===== config.mk =====
export PLATFORM = sky130hd
export DESIGN_NAME = router_ctrl
export DESIGN_NICKNAME = d
export VERILOG_FILES = /design/src/rtl/router_ctrl.sv
export SDC_FILE = /design/constraint.sdc
export NUM_CORES = 1
export LEC_CHECK = 0
export ABC_AREA = 1
export CELL_PAD_IN_SITES_DETAIL_PLACEMENT = 1
export CELL_PAD_IN_SITES_GLOBAL_PLACEMENT = 1
export CORE_MARGIN = 3
export CORE_UTILIZATION = 38
export DETAILED_ROUTE_END_ITERATION = 6
export PLACE_DENSITY_LB_ADDON = 0.1
export SETUP_SLACK_MARGIN = 0.02
export SLEW_MARGIN = 10
export SYNTH_ARGS = -nofsm -noshare
export SYNTH_HDL_FRONTEND = slang
export SYNTH_SLANG_ARGS = --single-unit

===== constraint.sdc =====
create_clock -name clock -period 2.95 [get_ports clock]
set_input_delay 0.4425 -clock clock [delete_from_list [all_inputs] [get_ports clock]]
set_output_delay 0.4425 -clock clock [all_outputs]
set_load 0.05 [all_outputs]

===== src/rtl/router_ctrl.sv =====
`default_nettype none
// ============================================================================
// Module   : router_ctrl
// Brief    : Packet FSM and per-port read-timeout controller for a 1x3 router.
// Revision : 1.0 - initial release
// ============================================================================
module router_ctrl #(
    parameter int TIMEOUT = 30
) (
    input  logic       clock,
    input  logic       resetn,
    input  logic       pkt_valid,
    input  logic [1:0] data_in,
    input  logic       parity_done,
    input  logic       low_pkt_valid,
    input  logic       fifo_full_0,
    input  logic       fifo_full_1,
    input  logic       fifo_full_2,
    input  logic       fifo_empty_0,
    input  logic       fifo_empty_1,
    input  logic       fifo_empty_2,
    input  logic       read_enb_0,
    input  logic       read_enb_1,
    input  logic       read_enb_2,
    output logic [2:0] write_enb,
    output logic       fifo_full,
    output logic       busy,
    output logic       detect_add,
    output logic       lfd_state,
    output logic       ld_state,
    output logic       laf_state,
    output logic       full_state,
    output logic       rst_int_reg,
    output logic       vld_out_0,
    output logic       vld_out_1,
    output logic       vld_out_2,
    output logic       soft_reset_0,
    output logic       soft_reset_1,
    output logic       soft_reset_2
);

    localparam int         C_CNT_W  = $clog2(TIMEOUT + 1);
    localparam logic [C_CNT_W-1:0] C_FIRE_AT = C_CNT_W'(TIMEOUT - 2);

    typedef enum logic [2:0] {
        DECODE_ADDRESS     = 3'd0,
        WAIT_TILL_EMPTY    = 3'd1,
        LOAD_FIRST_DATA    = 3'd2,
        LOAD_DATA          = 3'd3,
        FIFO_FULL_STATE    = 3'd4,
        LOAD_AFTER_FULL    = 3'd5,
        LOAD_PARITY        = 3'd6,
        CHECK_PARITY_ERROR = 3'd7
    } state_t;

    state_t     r_state;
    state_t     w_next_state;
    logic [1:0] r_addr;
    logic [1:0] w_addr;
    logic       w_sel_empty;
    logic       w_soft_hit;
    logic [2:0] w_empty_vec;
    logic [2:0] w_read_vec;
    logic [2:0] r_soft_reset;

    assign w_empty_vec = {fifo_empty_2, fifo_empty_1, fifo_empty_0};
    assign w_read_vec  = {read_enb_2, read_enb_1, read_enb_0};

    // The header is on data_in only while decoding; afterwards the latched copy rules.
    assign w_addr = (r_state == DECODE_ADDRESS) ? data_in : r_addr;

    always_comb begin
        fifo_full   = 1'b0;
        w_sel_empty = 1'b0;
        case (w_addr)
            2'd0: begin fifo_full = fifo_full_0; w_sel_empty = fifo_empty_0; end
            2'd1: begin fifo_full = fifo_full_1; w_sel_empty = fifo_empty_1; end
            2'd2: begin fifo_full = fifo_full_2; w_sel_empty = fifo_empty_2; end
            default: begin fifo_full = 1'b0; w_sel_empty = 1'b0; end
        endcase
    end

    always_comb begin
        w_soft_hit = 1'b0;
        case (r_addr)
            2'd0:    w_soft_hit = r_soft_reset[0];
            2'd1:    w_soft_hit = r_soft_reset[1];
            2'd2:    w_soft_hit = r_soft_reset[2];
            default: w_soft_hit = 1'b0;
        endcase
    end

    always_ff @(posedge clock or negedge resetn) begin
        if (!resetn) begin
            r_state <= DECODE_ADDRESS;
            r_addr  <= 2'd0;
        end else begin
            r_state <= w_next_state;
            if (r_state == DECODE_ADDRESS && w_next_state != DECODE_ADDRESS)
                r_addr <= data_in;
        end
    end

    always_comb begin
        w_next_state = r_state;
        if (r_state != DECODE_ADDRESS && w_soft_hit) begin
            w_next_state = DECODE_ADDRESS;
        end else begin
            case (r_state)
                DECODE_ADDRESS: begin
                    if (pkt_valid && w_addr != 2'd3)
                        w_next_state = w_sel_empty ? LOAD_FIRST_DATA : WAIT_TILL_EMPTY;
                end
                WAIT_TILL_EMPTY: begin
                    if (w_sel_empty)
                        w_next_state = LOAD_FIRST_DATA;
                end
                LOAD_FIRST_DATA: w_next_state = LOAD_DATA;
                LOAD_DATA: begin
                    if (fifo_full)
                        w_next_state = FIFO_FULL_STATE;
                    else if (!pkt_valid)
                        w_next_state = LOAD_PARITY;
                end
                FIFO_FULL_STATE: begin
                    if (!fifo_full)
                        w_next_state = LOAD_AFTER_FULL;
                end
                LOAD_AFTER_FULL: begin
                    if (parity_done)
                        w_next_state = DECODE_ADDRESS;
                    else if (low_pkt_valid)
                        w_next_state = LOAD_PARITY;
                    else
                        w_next_state = LOAD_DATA;
                end
                LOAD_PARITY: w_next_state = CHECK_PARITY_ERROR;
                CHECK_PARITY_ERROR: begin
                    w_next_state = fifo_full ? FIFO_FULL_STATE : DECODE_ADDRESS;
                end
                default: w_next_state = DECODE_ADDRESS;
            endcase
        end
    end

    always_comb begin
        detect_add  = (r_state == DECODE_ADDRESS);
        lfd_state   = (r_state == LOAD_FIRST_DATA);
        ld_state    = (r_state == LOAD_DATA);
        full_state  = (r_state == FIFO_FULL_STATE);
        laf_state   = (r_state == LOAD_AFTER_FULL);
        rst_int_reg = (r_state == CHECK_PARITY_ERROR);
        busy        = !((r_state == DECODE_ADDRESS) || (r_state == LOAD_DATA));
        write_enb   = 3'b000;
        if (r_state == LOAD_FIRST_DATA || r_state == LOAD_DATA ||
            r_state == LOAD_AFTER_FULL || r_state == LOAD_PARITY) begin
            case (r_addr)
                2'd0:    write_enb = 3'b001;
                2'd1:    write_enb = 3'b010;
                2'd2:    write_enb = 3'b100;
                default: write_enb = 3'b000;
            endcase
        end
    end

    assign vld_out_0 = !fifo_empty_0;
    assign vld_out_1 = !fifo_empty_1;
    assign vld_out_2 = !fifo_empty_2;

    // Pulse is registered one cycle early so it lands on the TIMEOUT-th unread cycle.
    generate
        for (genvar gi = 0; gi < 3; gi++) begin : g_timeout
            logic [C_CNT_W-1:0] r_cnt;
            logic               w_idle;

            assign w_idle = !w_empty_vec[gi] && !w_read_vec[gi];

            always_ff @(posedge clock or negedge resetn) begin
                if (!resetn) begin
                    r_cnt            <= '0;
                    r_soft_reset[gi] <= 1'b0;
                end else if (!w_idle) begin
                    r_cnt            <= '0;
                    r_soft_reset[gi] <= 1'b0;
                end else if (r_cnt == C_FIRE_AT) begin
                    r_cnt            <= '0;
                    r_soft_reset[gi] <= 1'b1;
                end else begin
                    r_cnt            <= r_cnt + C_CNT_W'(1);
                    r_soft_reset[gi] <= 1'b0;
                end
            end
        end
    endgenerate

    assign soft_reset_0 = r_soft_reset[0];
    assign soft_reset_1 = r_soft_reset[1];
    assign soft_reset_2 = r_soft_reset[2];

endmodule
`default_nettype wire

=== After elaboration in Yosys (flattened, before gate mapping) ===
Cells that the tools add are included.

* Memories kept: 0
* Output and inout port bits: 17
* Bits in latches: 0
* RAM bits: 0
* Logic and storage cells: 77
* Bits of input ports: 16
* ROM bits: 0
* Bits in registers: 23

* Shift-type cells: 0
* Add/subtract/negate cells: 3
* $mul: 0
* Reductions and logical operators: 22
* Equality and inequality tests: 15
* $lt $le $gt $ge: 0
* Divide/modulo/power cells: 0
* Bitwise operators: 0
* Muxes and demuxes: 29

{| class="wikitable"
|+ Operator list
! cell !! number
|-
| two-way mux 3 bit || 10
|-
| two-way mux 5 bit || 6
|-
| one-hot mux 3 bit (8 select lines) || 1
|-
| adder 5 x 1 -> 5 bit, second input constant || 3
|-
| equality test 5 bit, second input constant || 3
|-
| equality test 3 bit, second input constant || 4
|-
| one-hot mux 1 bit (3 select lines) || 3
|-
| one-hot mux 3 bit (3 select lines) || 1
|-
| logical NOT 1 bit || 7
|-
| equality test 3 x 2 -> 1 bit, second input constant || 2
|-
| logical AND 1 bit || 6
|-
| two-way mux 1 bit || 6
|-
| nonzero test 3 bit || 2
|-
| equality test 2 x 1 -> 1 bit, second input constant || 2
|-
| equality test 2 bit, second input constant || 2
|-
| logical NOT 2 bit || 2
|-
| logical OR 1 bit || 4
|-
| two-way mux 2 bit || 2
|-
| equality test 3 x 1 -> 1 bit, second input constant || 1
|-
| logical NOT 3 bit || 1
|-
| inequality test 2 bit, second input constant || 1
|}

=== Longest topological paths before layout ===
Gate-level depths: netlist of run 1.

* Word-level depth: 10
* Gate-level depth with buffers: 15
* Mapped depth without buffers: 14

=== Worst setup path before layout of run 1 ===
No wires, ideal clock.

* Path kind: register to output
* From: register r_state[1]
* To: output write_enb[0]
* Path buffers: 1
* Path slack: 0.637 ns
* Required time: 2.508 ns
* Arrival time: 1.870 ns
* Cell stages (with the launch flop): 7
* Path through: dfrtp_1 -> inv_2 -> buf_2 -> nand2_1 -> nand2_1 -> inv_1 -> nor3_1

* Longest elaborated chain between the ends: 5
* Elaborated cells between the ends (all ways): 8
* Classes of those cells: eq/ne: 4; mux: 1; reduce/logical: 3

{| class="wikitable"
|+ RTL lines
! item !! line !! source
|-
| start: declaration || 56 || <nowiki>state_t r_state;</nowiki>
|-
| start signal: assignment || 98 || <nowiki>r_state <= w_next_state;</nowiki>
|-
| equality test 3 x 2 -> 1 bit || 155 || <nowiki>if (r_state == LOAD_FIRST_DATA || r_state == LOAD_DATA ||</nowiki>
|-
| logical OR 1 bit (2 in a row) || 155 ||
|-
| logical OR 1 bit * || 156 || <nowiki>r_state == LOAD_AFTER_FULL || r_state == LOAD_PARITY) begin</nowiki>
|-
| two-way mux 3 bit * || 155 ||
|-
| end: declaration || 25 || <nowiki>output logic [2:0] write_enb,</nowiki>
|}

Every way passes the cells marked *; elsewhere a longest branch is shown, timed or not.

=== Worst setup path after layout of run 1 ===
* From: register r_state[0]
* To: output write_enb[2]

The elaborated chain is that of the path after synthesis.

==> reports/qor.csv, run 1 <==
metric,value,unit
synth_fp_nets,211,
die_area,4560,µm²
cts_resized,0,
p_sw_share,53.3,%
multiInputGateArea,719,µm²
skew,0.00437,ns
seqCellArea,576,µm²
critPathKind,reg2out,
antenna_cells,0,
grt_pass1_vias,1340,
synth.distinct_cells,21,
end_kind,output pin,
synth_top_family_by_area,simple AND/OR/NAND/NOR gates,
core,3490,µm²
power_density,884,nW/µm²
min_period,2.70,ns
ff2ff_setup_slack,1.03,ns
cap_violations,0,
hp-class,reg2reg,
ant_nets,0,
setup_viol,0,
seq_power_share,25.5,%
synthTopCellsByCount,"nand2_1, inv_1, nor2_1",
layout.nets,247,
wl_per_cell,13.2,µm
antenna_found_initial,0,
drc,0,
synth_fa_ha_area_share,5.22,%
htreeDepth,1,
syn_area_per_cell,7.61,µm²
p_sw,874,µW
grt_first_pass_wirelength,5960,µm
clock-root-buffer,clkbuf_8,
setup_tns,0,ns
rows,21,
synthCells,189,
totalPowerFinal,1640,µW
yosysWarnings,0,
yosysMostFrequentCell,nand2_1,
grt.total_usage,17.2,%
r2r_cells,12,
startpoint,r_state[0],
tightest_slew,0.508,ns
viasPerCell,4.85,
synth_compound_area_share,2.70,%
grt_max_degree,24,
ys_ff_latch,23,
clockBufferDepth,2,
finalHoldViolCount,0,
nFillCells,464,
synthFlopType,dfrtp_1,
path_clk_slew,0.08,ns
worstPathArrival,2.26,ns
dr.pass1.iters,4,
detail_route.iter0.violations,40,
timing.rr.start,r_state[0],
post-route-period-util,91.6,%
power_frac_comb,62.1,%
critPathRequiredTime,2.51,ns
die_w,67.5,µm
netlist_area,1440,µm²
area_delta_synth_final,28.9,%
async_reset_ff_share,100,%
grt_overflow,0,
holdBufCountCts,0,
yosys.area_share.simple,36.6,%
ios,33,
port-buffer-count,32,
r2r_end,r_addr[0],
yosysSeqAreaShare,40.0,%
vias,1310,
synth_top_area_cell,dfrtp_1,
vdd.ir_drop.worst,0.305,mV
slew_violations,0,
synth.area.mux_share,0,%
dpl.hpwl,3010,µm
yosys.area_share.xor_xnor,5.48,%
outcome,"finished, final reports clean",
clockPowerShare,12.4,%
drive_gt1_share,10.3,%
synth_edf_count,0,
post-place-ws,0.553,ns
crit_path_end,write_enb[2],
initial_core_util,41.2,%
routabilityCongestion,0.826,
internal_power,765,µW
slew_headroom,66.0,%
clock_latency,0.27,ns
cts_tree,yes,
layout_setup_ws,0.248,ns
drt_wl_total,3570,µm
ys_top_cells_by_area,"dfrtp_1, nand2_1, inv_1, nand3_1, nor2_1",
cp_max_fo,8,
startpoint_type,register,
postCtsSetupRepairBufs,0,
clock_sinks,23,
fmax,0.370,GHz
chipHeight,67.5,µm
yosys.area.top_type_share,40.0,%
grt_setup_unrepaired,no,
cts_buffers,3,
p_leak,0.000949,µW
-- how the worst min path moves through the flow --
stage / from / endpoint / slack [ns] / cells after the start
6_report: g_timeout[2].r_cnt[0] / g_timeout[2].r_cnt[0] / 0.49 / 1
2_1_floorplan: resetn / g_timeout[0].r_cnt[0] / 0.15 / 0
3_3_place_gp: g_timeout[0].r_cnt[0] / g_timeout[0].r_cnt[0] / 0.47 / 1
4_1_cts: g_timeout[2].r_cnt[0] / g_timeout[2].r_cnt[0] / 0.50 / 1
5_1_grt: g_timeout[2].r_cnt[0] / g_timeout[2].r_cnt[0] / 0.52 / 1
3_5_place_dp: g_timeout[0].r_cnt[0] / g_timeout[0].r_cnt[0] / 0.49 / 1
-- registers in the layout (all words and copies together), names as in the netlist --
signal and flops:
soft_reset_1 1, g_timeout.r_cnt 15, r_addr 2, soft_reset_0 1, soft_reset_2 1, r_state 3
-- placed cells by master (no fill, tap or decap), drive strengths merged --
| master | synthesis | final |
|---|---|---|
| a21oi | 5 | 5 |
| buf | 2 | 2 |
| clkbuf | 0 | 3 |
| clkdlybuf4s50 | 0 | 31 |
| clkinvlp | 0 | 1 |
| dfrtp | 23 | 23 |
| ha | 6 | 6 |
| inv | 34 | 34 |
| nand2 | 44 | 44 |
| nand3 | 26 | 26 |
| nand3b | 1 | 1 |
| nand4 | 4 | 4 |
| nor2 | 27 | 27 |
| nor3 | 6 | 6 |
| o21ai | 2 | 2 |
| xnor2 | 3 | 3 |
| xor2 | 6 | 6 |
-- stage by stage --
| stage | utilization (%) | hold slack [ns] | instance area (µm²) | instances |
|---|---|---|---|---|
| 2_1_floorplan | - | 0.147 | 1440 | 189 |
| 3_3_place_gp | 51.7 | 0.472 | 1810 | 266 |
| 3_5_place_dp | 51.7 | 0.489 | 1810 | 266 |
| 4_1_cts | 53.1 | 0.501 | 1850 | 270 |
| 5_1_grt | 53.1 | 0.523 | 1850 | 270 |
| 6_report | 53.1 | 0.495 | 1850 | 270 |
-- critical path: stages, from the launching register on --
cell	delay, ns
dfrtp_1	0.52
nand2_1	0.14
inv_1	0.09
nand2_1	0.09
nand2_1	0.08
inv_1	0.07
nor3_1	0.17
clkdlybuf4s50_1	0.83
-- power groups by stage --
stage | registers, µW | logic [µW] | clock network [µW]
after floorplan | 396 | 770 | 0
after global placement | 417 | 1000 | 0
after detailed placement | 423 | 1020 | 0
after CTS | 417 | 1030 | 212
after global routing | 427 | 1120 | 221
final | 418 | 1020 | 203
-- area by class of cell --
cell class                 instances  area share, %
inverter                          34           6.88
tap                               46           3.10
timing repair buffer              33           17.5
clock buffer                       3           2.23
multi-input combinational        130           38.8
sequential                        23           31.0
clock inverter                     1          0.405
-- per-layer routing --
metal,track usage [%],routed length [µm],vias to the layer above
met5,0,0,-
met4,3.80,14,0
met3,2.50,103,2
met2,31.7,1910,16
met1,20.8,1550,638
li1,-,-,654
-- kinds of logic (layout without fill, tap and decap cells) --
family	count (synthesis)	after routing
compound gates	7	7
xor+xnor	9	9
fa+ha+maj	6	6
buf+inv	36	71
flops	23	23
simple gates	108	108
Power figures use the tool's default switching activity.
==> run 2: changes to the inputs <==
--- a/config.mk
+++ b/config.mk
@@ -11,6 +11,7 @@
 export CORE_MARGIN = 3
 export CORE_UTILIZATION = 38
 export DETAILED_ROUTE_END_ITERATION = 6
+export HOLD_SLACK_MARGIN = 0.03
 export PLACE_DENSITY_LB_ADDON = 0.1
 export SETUP_SLACK_MARGIN = 0.02
 export SLEW_MARGIN = 10
==> results of run 2 <==
The final DEF is identical to that of run 1; final timing and power are the same.
==> run 3: changes to the inputs <==
--- a/config.mk
+++ b/config.mk
@@ -18,3 +18,4 @@
 export SYNTH_ARGS = -nofsm -noshare
 export SYNTH_HDL_FRONTEND = slang
 export SYNTH_SLANG_ARGS = --single-unit
+export TNS_END_PERCENT = 1
==> results of run 3 <==
The final DEF is identical to that of run 1; final timing and power are the same.
